<file path="config.mk">
export PLATFORM = sky130hd
export DESIGN_NAME = bit_pix_bram_writer
export DESIGN_NICKNAME = d
export VERILOG_FILES = /design/src/rtl/bit_pix_bram_writer.sv
export SDC_FILE = /design/constraint.sdc
export NUM_CORES = 1
export LEC_CHECK = 0
export CORE_MARGIN = 4
export CORE_UTILIZATION = 40
export DETAILED_ROUTE_END_ITERATION = 12
export PLACE_DENSITY = 0.65
export RECOVER_POWER = 25
export SLEW_MARGIN = 20
export SYNTH_ARGS = -nofsm -noshare
export SYNTH_HDL_FRONTEND = slang
export SYNTH_SLANG_ARGS = --single-unit
</file>
<file path="constraint.sdc">
create_clock -name clk -period 3.95 [get_ports clk]
set_input_delay 0.79 -clock clk [delete_from_list [all_inputs] [get_ports clk]]
set_output_delay 0.79 -clock clk [all_outputs]
set_load 0.01 [all_outputs]
</file>
<file path="src/rtl/bit_pix_bram_writer.sv">
// bit_pix_bram_writer
//
// Write-side sequencer for the bit-pixel BRAM that feeds the block matcher.
// The block takes in a 16-bit Avalon-ST stream of packed bit-pixels. Each
// packet is one frame, and its first word carries SOP. The block drives the
// BRAM write port with a word address, a third index and a write strobe.
// Frames alternate between two buffers (ping-pong). A buffer that the block
// matcher is still reading is held off, but only before a frame starts.
//
// Frame layout: left third (0), center third (1), right third (2), one after
// another. The thirds hold THIRD_END, CENTER_END and THIRD_END words. In
// buffer 1, each word address is offset by the word count of its own third.
//
// Ports
//   clk, reset_n          single clock, asynchronous active-low reset
//   asi_valid/asi_data/asi_startofpacket/asi_ready
//                         Avalon-ST sink (LSB of asi_data = leftmost pixel)
//   wr_address/wr_third/wr_writedata/wr_write
//                         registered BRAM write port, one cycle after acceptance
//   bm_idle, bm_working_buf
//                         block-matcher status used to hold off a busy buffer
//   buf_index             buffer currently being filled
//   image_number          count of completed frames
//   frame_done            one-cycle pulse on the last write of a frame
//   sync_err              one-cycle pulse when SOP restarts a frame mid-stream
//
// Optional feature macro: BPW_SOP_RESYNC_EN
//   defined   - SOP seen while writing restarts the frame at (third 0, word 0)
//               of the same buffer and pulses sync_err
//   undefined - SOP while writing is ignored; sync_err is tied low

module bit_pix_bram_writer #(
  parameter int THIRD_WIDTH  = 240,
  parameter int CENTER_WIDTH = 304,
  parameter int THIRD_HEIGHT = 480,
  parameter int WORD_BITS    = 16
) (
  input  logic        clk,
  input  logic        reset_n,

  input  logic        asi_valid,
  input  logic [15:0] asi_data,
  input  logic        asi_startofpacket,
  output logic        asi_ready,

  output logic [15:0] wr_address,
  output logic [1:0]  wr_third,
  output logic [15:0] wr_writedata,
  output logic        wr_write,

  input  logic        bm_idle,
  input  logic        bm_working_buf,

  output logic        buf_index,
  output logic [31:0] image_number,
  output logic        frame_done,
  output logic        sync_err
);

  localparam logic [15:0] THIRD_END  = 16'(THIRD_WIDTH  * THIRD_HEIGHT / WORD_BITS);
  localparam logic [15:0] CENTER_END = 16'(CENTER_WIDTH * THIRD_HEIGHT / WORD_BITS);

  localparam logic [0:0] ST_IDLE  = 1'b0;
  localparam logic [0:0] ST_WRITE = 1'b1;

  // State registers
  logic [0:0]  state_q,        state_d;
  logic [15:0] word_addr_q,    word_addr_d;
  logic [1:0]  third_q,        third_d;
  logic        buf_index_q,    buf_index_d;
  logic [31:0] image_number_q, image_number_d;

  // Registered write-port outputs
  logic [15:0] wr_address_q,   wr_address_d;
  logic [1:0]  wr_third_q,     wr_third_d;
  logic [15:0] wr_writedata_q, wr_writedata_d;
  logic        wr_write_q,     wr_write_d;
  logic        frame_done_q,   frame_done_d;
  logic        sync_err_q,     sync_err_d;

  // Combinational helpers
  logic        buf_busy;
  logic        accept;
  logic        do_write;
  logic [1:0]  tgt_third;
  logic [15:0] tgt_word;
  logic [15:0] tgt_end;

  // The busy check only gates IDLE. Once a frame is in progress it runs to
  // the end without stalling, so the block matcher must finish first.
  always_comb begin
    buf_busy  = !bm_idle && (bm_working_buf == buf_index_q);
    asi_ready = (state_q == ST_WRITE) || !buf_busy;
    accept    = asi_valid && asi_ready;
  end

  always_comb begin
    state_d        = state_q;
    word_addr_d    = word_addr_q;
    third_d        = third_q;
    buf_index_d    = buf_index_q;
    image_number_d = image_number_q;

    wr_address_d   = wr_address_q;
    wr_third_d     = wr_third_q;
    wr_writedata_d = wr_writedata_q;
    wr_write_d     = 1'b0;
    frame_done_d   = 1'b0;
    sync_err_d     = 1'b0;

    do_write  = 1'b0;
    tgt_third = third_q;
    tgt_word  = word_addr_q;

    // Decide whether this beat is written, and where.
    if (accept) begin
      if (state_q == ST_IDLE) begin
        // Non-SOP beats in IDLE are consumed and discarded.
        if (asi_startofpacket) begin
          do_write  = 1'b1;
          tgt_third = 2'd0;
          tgt_word  = 16'd0;
          state_d   = ST_WRITE;
        end
      end else begin
        do_write = 1'b1;
`ifdef BPW_SOP_RESYNC_EN
        // Restart inside the same buffer. The partial frame is overwritten,
        // so there is no toggle and no count.
        if (asi_startofpacket) begin
          tgt_third  = 2'd0;
          tgt_word   = 16'd0;
          sync_err_d = 1'b1;
        end
`endif
      end
    end

    tgt_end = (tgt_third == 2'd1) ? CENTER_END : THIRD_END;

    if (do_write) begin
      wr_write_d     = 1'b1;
      wr_third_d     = tgt_third;
      wr_writedata_d = asi_data;
      // Buffer 1 starts right after buffer 0 within each third.
      wr_address_d   = buf_index_q ? (tgt_end + tgt_word) : tgt_word;

      // Advance from the word that was just written.
      if (tgt_word == tgt_end - 16'd1) begin
        word_addr_d = 16'd0;
        if (tgt_third == 2'd2) begin
          third_d        = 2'd0;
          frame_done_d   = 1'b1;
          buf_index_d    = !buf_index_q;
          image_number_d = image_number_q + 32'd1;
          state_d        = ST_IDLE;
        end else begin
          third_d = tgt_third + 2'd1;
        end
      end else begin
        word_addr_d = tgt_word + 16'd1;
        third_d     = tgt_third;
      end
    end
  end

  always_ff @(posedge clk or negedge reset_n) begin
    if (!reset_n) begin
      state_q        <= ST_IDLE;
      word_addr_q    <= 16'd0;
      third_q        <= 2'd0;
      buf_index_q    <= 1'b0;
      image_number_q <= 32'd0;
      wr_address_q   <= 16'd0;
      wr_third_q     <= 2'd0;
      wr_writedata_q <= 16'd0;
      wr_write_q     <= 1'b0;
      frame_done_q   <= 1'b0;
      sync_err_q     <= 1'b0;
    end else begin
      state_q        <= state_d;
      word_addr_q    <= word_addr_d;
      third_q        <= third_d;
      buf_index_q    <= buf_index_d;
      image_number_q <= image_number_d;
      wr_address_q   <= wr_address_d;
      wr_third_q     <= wr_third_d;
      wr_writedata_q <= wr_writedata_d;
      wr_write_q     <= wr_write_d;
      frame_done_q   <= frame_done_d;
      sync_err_q     <= sync_err_d;
    end
  end

  assign wr_address   = wr_address_q;
  assign wr_third     = wr_third_q;
  assign wr_writedata = wr_writedata_q;
  assign wr_write     = wr_write_q;
  assign buf_index    = buf_index_q;
  assign image_number = image_number_q;
  assign frame_done   = frame_done_q;
`ifdef BPW_SOP_RESYNC_EN
  assign sync_err     = sync_err_q;
`else
  assign sync_err     = 1'b0;
`endif

endmodule

</file>
After elaboration in Yosys (flattened, before gate mapping)
Cells that the tools add are included.
{ "totals": {"regBits": 88, "latchBits": 0, "mem_bits_rw": 0, "mem_bits_ro": 0, "in_bits": 22, "memories": 0} }
{ "op_classes": {"n_addsub": 5, "multipliers": 0, "div": 0, "magnitude_cmp": 0, "n_eq_ne": 4, "n_shift": 0, "muxes": 22, "bitwise_logic": 0, "reduce_logical": 7} }
{ "op_table": {"columns": ["op", "n"], "rows": [
  ["two-way mux 16 bit", 5],
  ["adder 32 x 1 -> 32 bit (second input constant)", 1],
  ["adder 14 x 16 -> 16 bit", 1],
  ["adder 16 x 1 -> 16 bit (second input constant)", 1],
  ["equality test 16 bit", 1],
  ["subtractor 14 x 1 -> 15 bit (second input constant)", 1],
  ["two-way mux 14 bit", 1],
  ["two-way mux 1 bit", 11],
  ["two-way mux 2 bit", 5],
  ["zero test 1 bit", 3],
  ["AND reduction 3 bit", 1],
  ["adder 2 x 1 -> 2 bit (second input constant)", 1],
  ["equality test 2 x 1 -> 1 bit (second input constant)", 1],
  ["equality test 2 bit (second input constant)", 1],
  ["logical AND 1 bit", 2],
  ["equality test 1 bit", 1],
  ["logical OR 1 bit", 1]
]} }

Depth between registers and ports, before layout
{ "logic_depth": {"word_depth": 12, "ltp_mapped": 13} }

Least setup slack after synthesis
No wires, ideal clock.
{ "synth_timing": {"kind": "input -> register", "start": "input port bm_working_buf", "end": "register image_number_q[1] (netlist: image_number[1])", "setup_time_ns": 0.125, "t_arrival_ns": 3.417, "slack_ns": 0.408, "path_stages": 12, "cell_sequence": "xnor2_2 -> a211o_1 -> buf_2 -> clkbuf_1 -> and2_1 -> ha_1 -> nor4_1 -> nand2_1 -> nor3_4 -> and3_1 -> buf_2 -> mux2_2"} }
{ "synth_between": {"elab_chain_len": 11, "word_cells_on_any_way": 14} }
{ "synth_rtl": {"columns": ["element", "line", "source"], "rows": [
  ["start, declared", "52", "input logic bm_working_buf,"],
  ["equality test 1 bit (*)", "92", "buf_busy = !bm_idle && (bm_working_buf == buf_index_q);"],
  ["logical AND 1 bit (*)", "92", null],
  ["zero test 1 bit (*)", "93", "asi_ready = (state_q == ST_WRITE) || !buf_busy;"],
  ["logical OR 1 bit (*)", "93", null],
  ["logical AND 1 bit (*)", "94", "accept = asi_valid && asi_ready;"],
  ["two-way mux 2 bit", "116", "if (accept) begin"],
  ["equality test 2 x 1 -> 1 bit", "139", "tgt_end = (tgt_third == 2'd1) ? CENTER_END : THIRD_END;"],
  ["two-way mux 14 bit", "139", null],
  ["subtractor 14 x 1 -> 15 bit", "149", "if (tgt_word == tgt_end - 16'd1) begin"],
  ["equality test 16 bit", "149", null],
  ["AND reduction 3 bit (no line) (*)", null, null],
  ["end signal, assigned", "185", "image_number_q <= image_number_d;"],
  ["end, declared", "71", "logic [31:0] image_number_q, image_number_d;"]
]} }
Mark *: on every way between the ends. The rest lies on a longest branch, timed or not.
A chain may end at the register's enable or synchronous reset.

Worst setup path after layout
{ "layout_timing": {"start": "input port bm_working_buf", "end": "register image_number_q[25] (netlist: image_number[25])"} }
Same word-level chain as after synthesis.

==> metrics.yaml <==
outcome: "finished with violations"
violations: "max-capacitance violations, max-slew violations"
synth-main-ff-cell: "dfrtp_1"
coreArea_um2: 11400
grtUsageMet3_pct: 3.81
yosysWarnings: 0
die_w_um: 116
drive_above_1_share_pct: 8.94
cp_data_arrival_time_ns: 3.90
track_usage_pct: 18.6
post_drt_wl_per_cell_um: 16.3
use_met2_pct: 28.6
clk-insertion-delay-late_ns: 0.34
viasPerCell: 5.49
grt_pass1_wl_um: 20100
clkSlewWorstSetupHoldPaths_ns: 0.06
met1_usage_pct: 26.9
antenna_found_initial: 0
p_leak_nw: 2.64
period_share_pct: 92.1
rsz0062_at_grt: "no"
clockBufferDepth: 2
ys_ff_latch: 88
antenna_left: 0
post_cts_buffers: 0
dp.final_hpwl_um: 8490
fmax_mhz: 275
insertedDiodeCount: 0
root_buffer: "clkbuf_16"
pre_cts_slack_ns: -0.0612
synth_top_area_share_pct: 47.2
endpoint_kind: "flip-flop"
grt_max_degree: 68
path_class: "input port to flip-flop"
crit_slowest_cell: "clkdlybuf4s50_1"
cts_tree: "done"
htreeDepth: 3
slew_violations: 68
synth_edf_count: 0
syn_area_um2: 4670
nets: 618
slowest_delay_ns: 0.44
hold_path_class: "flip-flop to flip-flop"
yosys.area.top_type: "dfrtp_1"
hold_violations: 0
fin_area_um2: 6060
grt_pass1_vias: 3874
route.detailed.drc: 0
syn-instance-count: 498
ys_async_sr_fraction_pct: 100
synth_area_per_cell_um2: 9.38
fin_util_pct: 53.1
max-vdd-ir-drop_v: 0.000175
io_pins: 93
cp_top_family: "simple AND/OR/NAND/NOR gates"
ys_types: 59
power_mw: 2.25
cp_num_buf_inv: 1
hold_buffers: 0
synthesis.nets: 527
cts_resized: 0
vias: 4043
cts_made_buffers: 9
slew_headroom_pct: -11.2
layout_setup_ws_ns: 0.314
synthTopCellsByArea: "dfrtp_1 47%, nand2_1 8.4%, xor2_1 5.4%"
fp.dieH_um: 116
grt-busiest-layer: "met2"
start_util_pct: 40.9
power_density_nw_per_um2: 372
grt_overflow: 0
path_cells: "clkdlybuf4s50_1 > xnor2_2 > a211o_1 > and2_1 > ha_1 > nor4_1 > nand2_1 > nor3_4 > nand3_4 > nor4_2 > xor2_1"
setup_viol: 0
place.gp.congestion: 0.869
routed_wl_um: 12000
min_period_ns: 3.64
ys_seq_area_share_pct: 47.2
drtIter0Drc: 314
tightest_slew_ns: 1.67
dr.pass1.iters: 6
maxCapViolations: 1
num_rows: 39
cts_sinks: 88
fp.dieArea_um2: 13500
area_growth_pct: 29.8
final.fill_count: 1065
dpl_cell_area_um2: 5770
skew_ns: 0.00684
worstPathRequired_ns: 4.21
worstSetupStartpointType: "input port"
io_buffers: 91
cp_max_fo: 18
-- state kept, by name, summed over array words and instances, names as in the netlist --
name and flops:
image_number 32, word_addr_q 16, wr_address 16, wr_writedata 16
third_q 2, wr_third 2, buf_index 1, frame_done 1
state_q 1, wr_write 1
-- synth_stat cells (2+ instances only) --
master     instances
o41ai_1            2
ha_1               7
nand4_1           11
a22o_1             2
nor3_1            19
a21o_1             2
clkbuf_1          17
o21a_1             2
a31oi_1            3
o21ai_0           30
nor3b_1            3
nor4_1             7
mux2i_1            3
a211o_1            2
o2bb2ai_1          2
nor2_1            18
a21oi_1           10
a211oi_1           2
nor4b_1            2
a311oi_1           4
buf_2              7
inv_1              5
or3_1              3
o22ai_1            3
xnor2_1           12
dfrtp_1           88
nand3_4            2
and3_1            10
a21boi_0           3
nand4b_1           2
nand2_1          104
xor2_1            29
nor3_2             5
buf_6              2
nand3_1           24
and2_1             7
o31ai_1            8
buf_1              3
nor4_2             4
a32o_1             6
o21bai_1           3
buf_4              3
-- metal layers --
layer | part of all wire (%) | vias up
li1 | - | 1944
met4 | 1.0 | 0
met5 | 0 | -
met1 | 47 | 1960
met3 | 5.5 | 15
met2 | 46 | 124
-- worst paths after layout --
| kind | start | end | slack, ns | depth (start not counted) |
|---|---|---|---|---|
| max | bm_working_buf | image_number[25] | 0.31 | 11 |
| min | image_number[31] | image_number[31] | 0.47 | 1 |
| max reg2reg | buf_index | image_number[25] | 0.82 | 10 |
| min reg2reg | image_number[31] | image_number[31] | 0.47 | 1 |
| max in group asynchronous | reset_n | wr_address[13] | 1.95 | 2 |
| min in group asynchronous | reset_n | image_number[12] | 0.88 | 1 |
-- through the flow --
step	std cells	setup TNS, ns	hold WS, ns
after floorplan	498	0	0.450
after global placement	721	0	0.457
after detailed placement	721	-0.107	0.457
after CTS	736	0	0.476
after global routing	736	0	0.498
final	736	0	0.469
-- placed cells by master (no fill, tap or decap), types with 9 or more instances in the layout --
cell type	n
and3_1	10
a21oi_1	10
buf_4	21
o21ai_0	29
nand3_1	24
clkbuf_16	9
nand2_1	104
clkdlybuf4s50_1	90
xnor2_1	12
nor2_1	18
dfrtp_1	88
xor2_1	29
nor3_1	19
nand4_1	11
-- where the power goes --
part,switching [mW],internal (mW)
registers,0.0728,0.973
logic,0.191,0.187
clock network,0.350,0.478
total,0.614,1.64
-- worst reg2reg max path, stage by stage (launching register included) --
cell	delay [ns]
dfrtp_1	0.40
xnor2_2	0.17
a211o_1	0.39
and2_1	0.21
ha_1	0.33
nor4_1	0.28
nand2_1	0.16
nor3_4	0.32
nand3_4	0.29
nor4_2	0.34
xor2_1	0.17
-- logic make-up after synthesis --
kind of cell,Yosys count,synth area share (%)
muxes,4,0.884
other,1,0.0803
buffers and inverters,37,3.72
DFF,88,47.2
adders and majority gates,8,2.09
and+or+nand+nor,227,24.8
xor gates and xnor gates,42,8.04
AOI/OAI and AO/OA,91,13.2
-- final cells by class --
cell class	instances	area (µm²)	share of cell area, %
multi-input cells	373	2300	38.0
flip-flops and latches	88	2200	36.3
repair buffers	112	1060	17.6
clock buffers	12	267	4.40
well taps	143	179	2.95
clock inverters	3	25.0	0.413
inverters	5	18.8	0.310
Note: power is estimated with default switching activity, not from simulation.
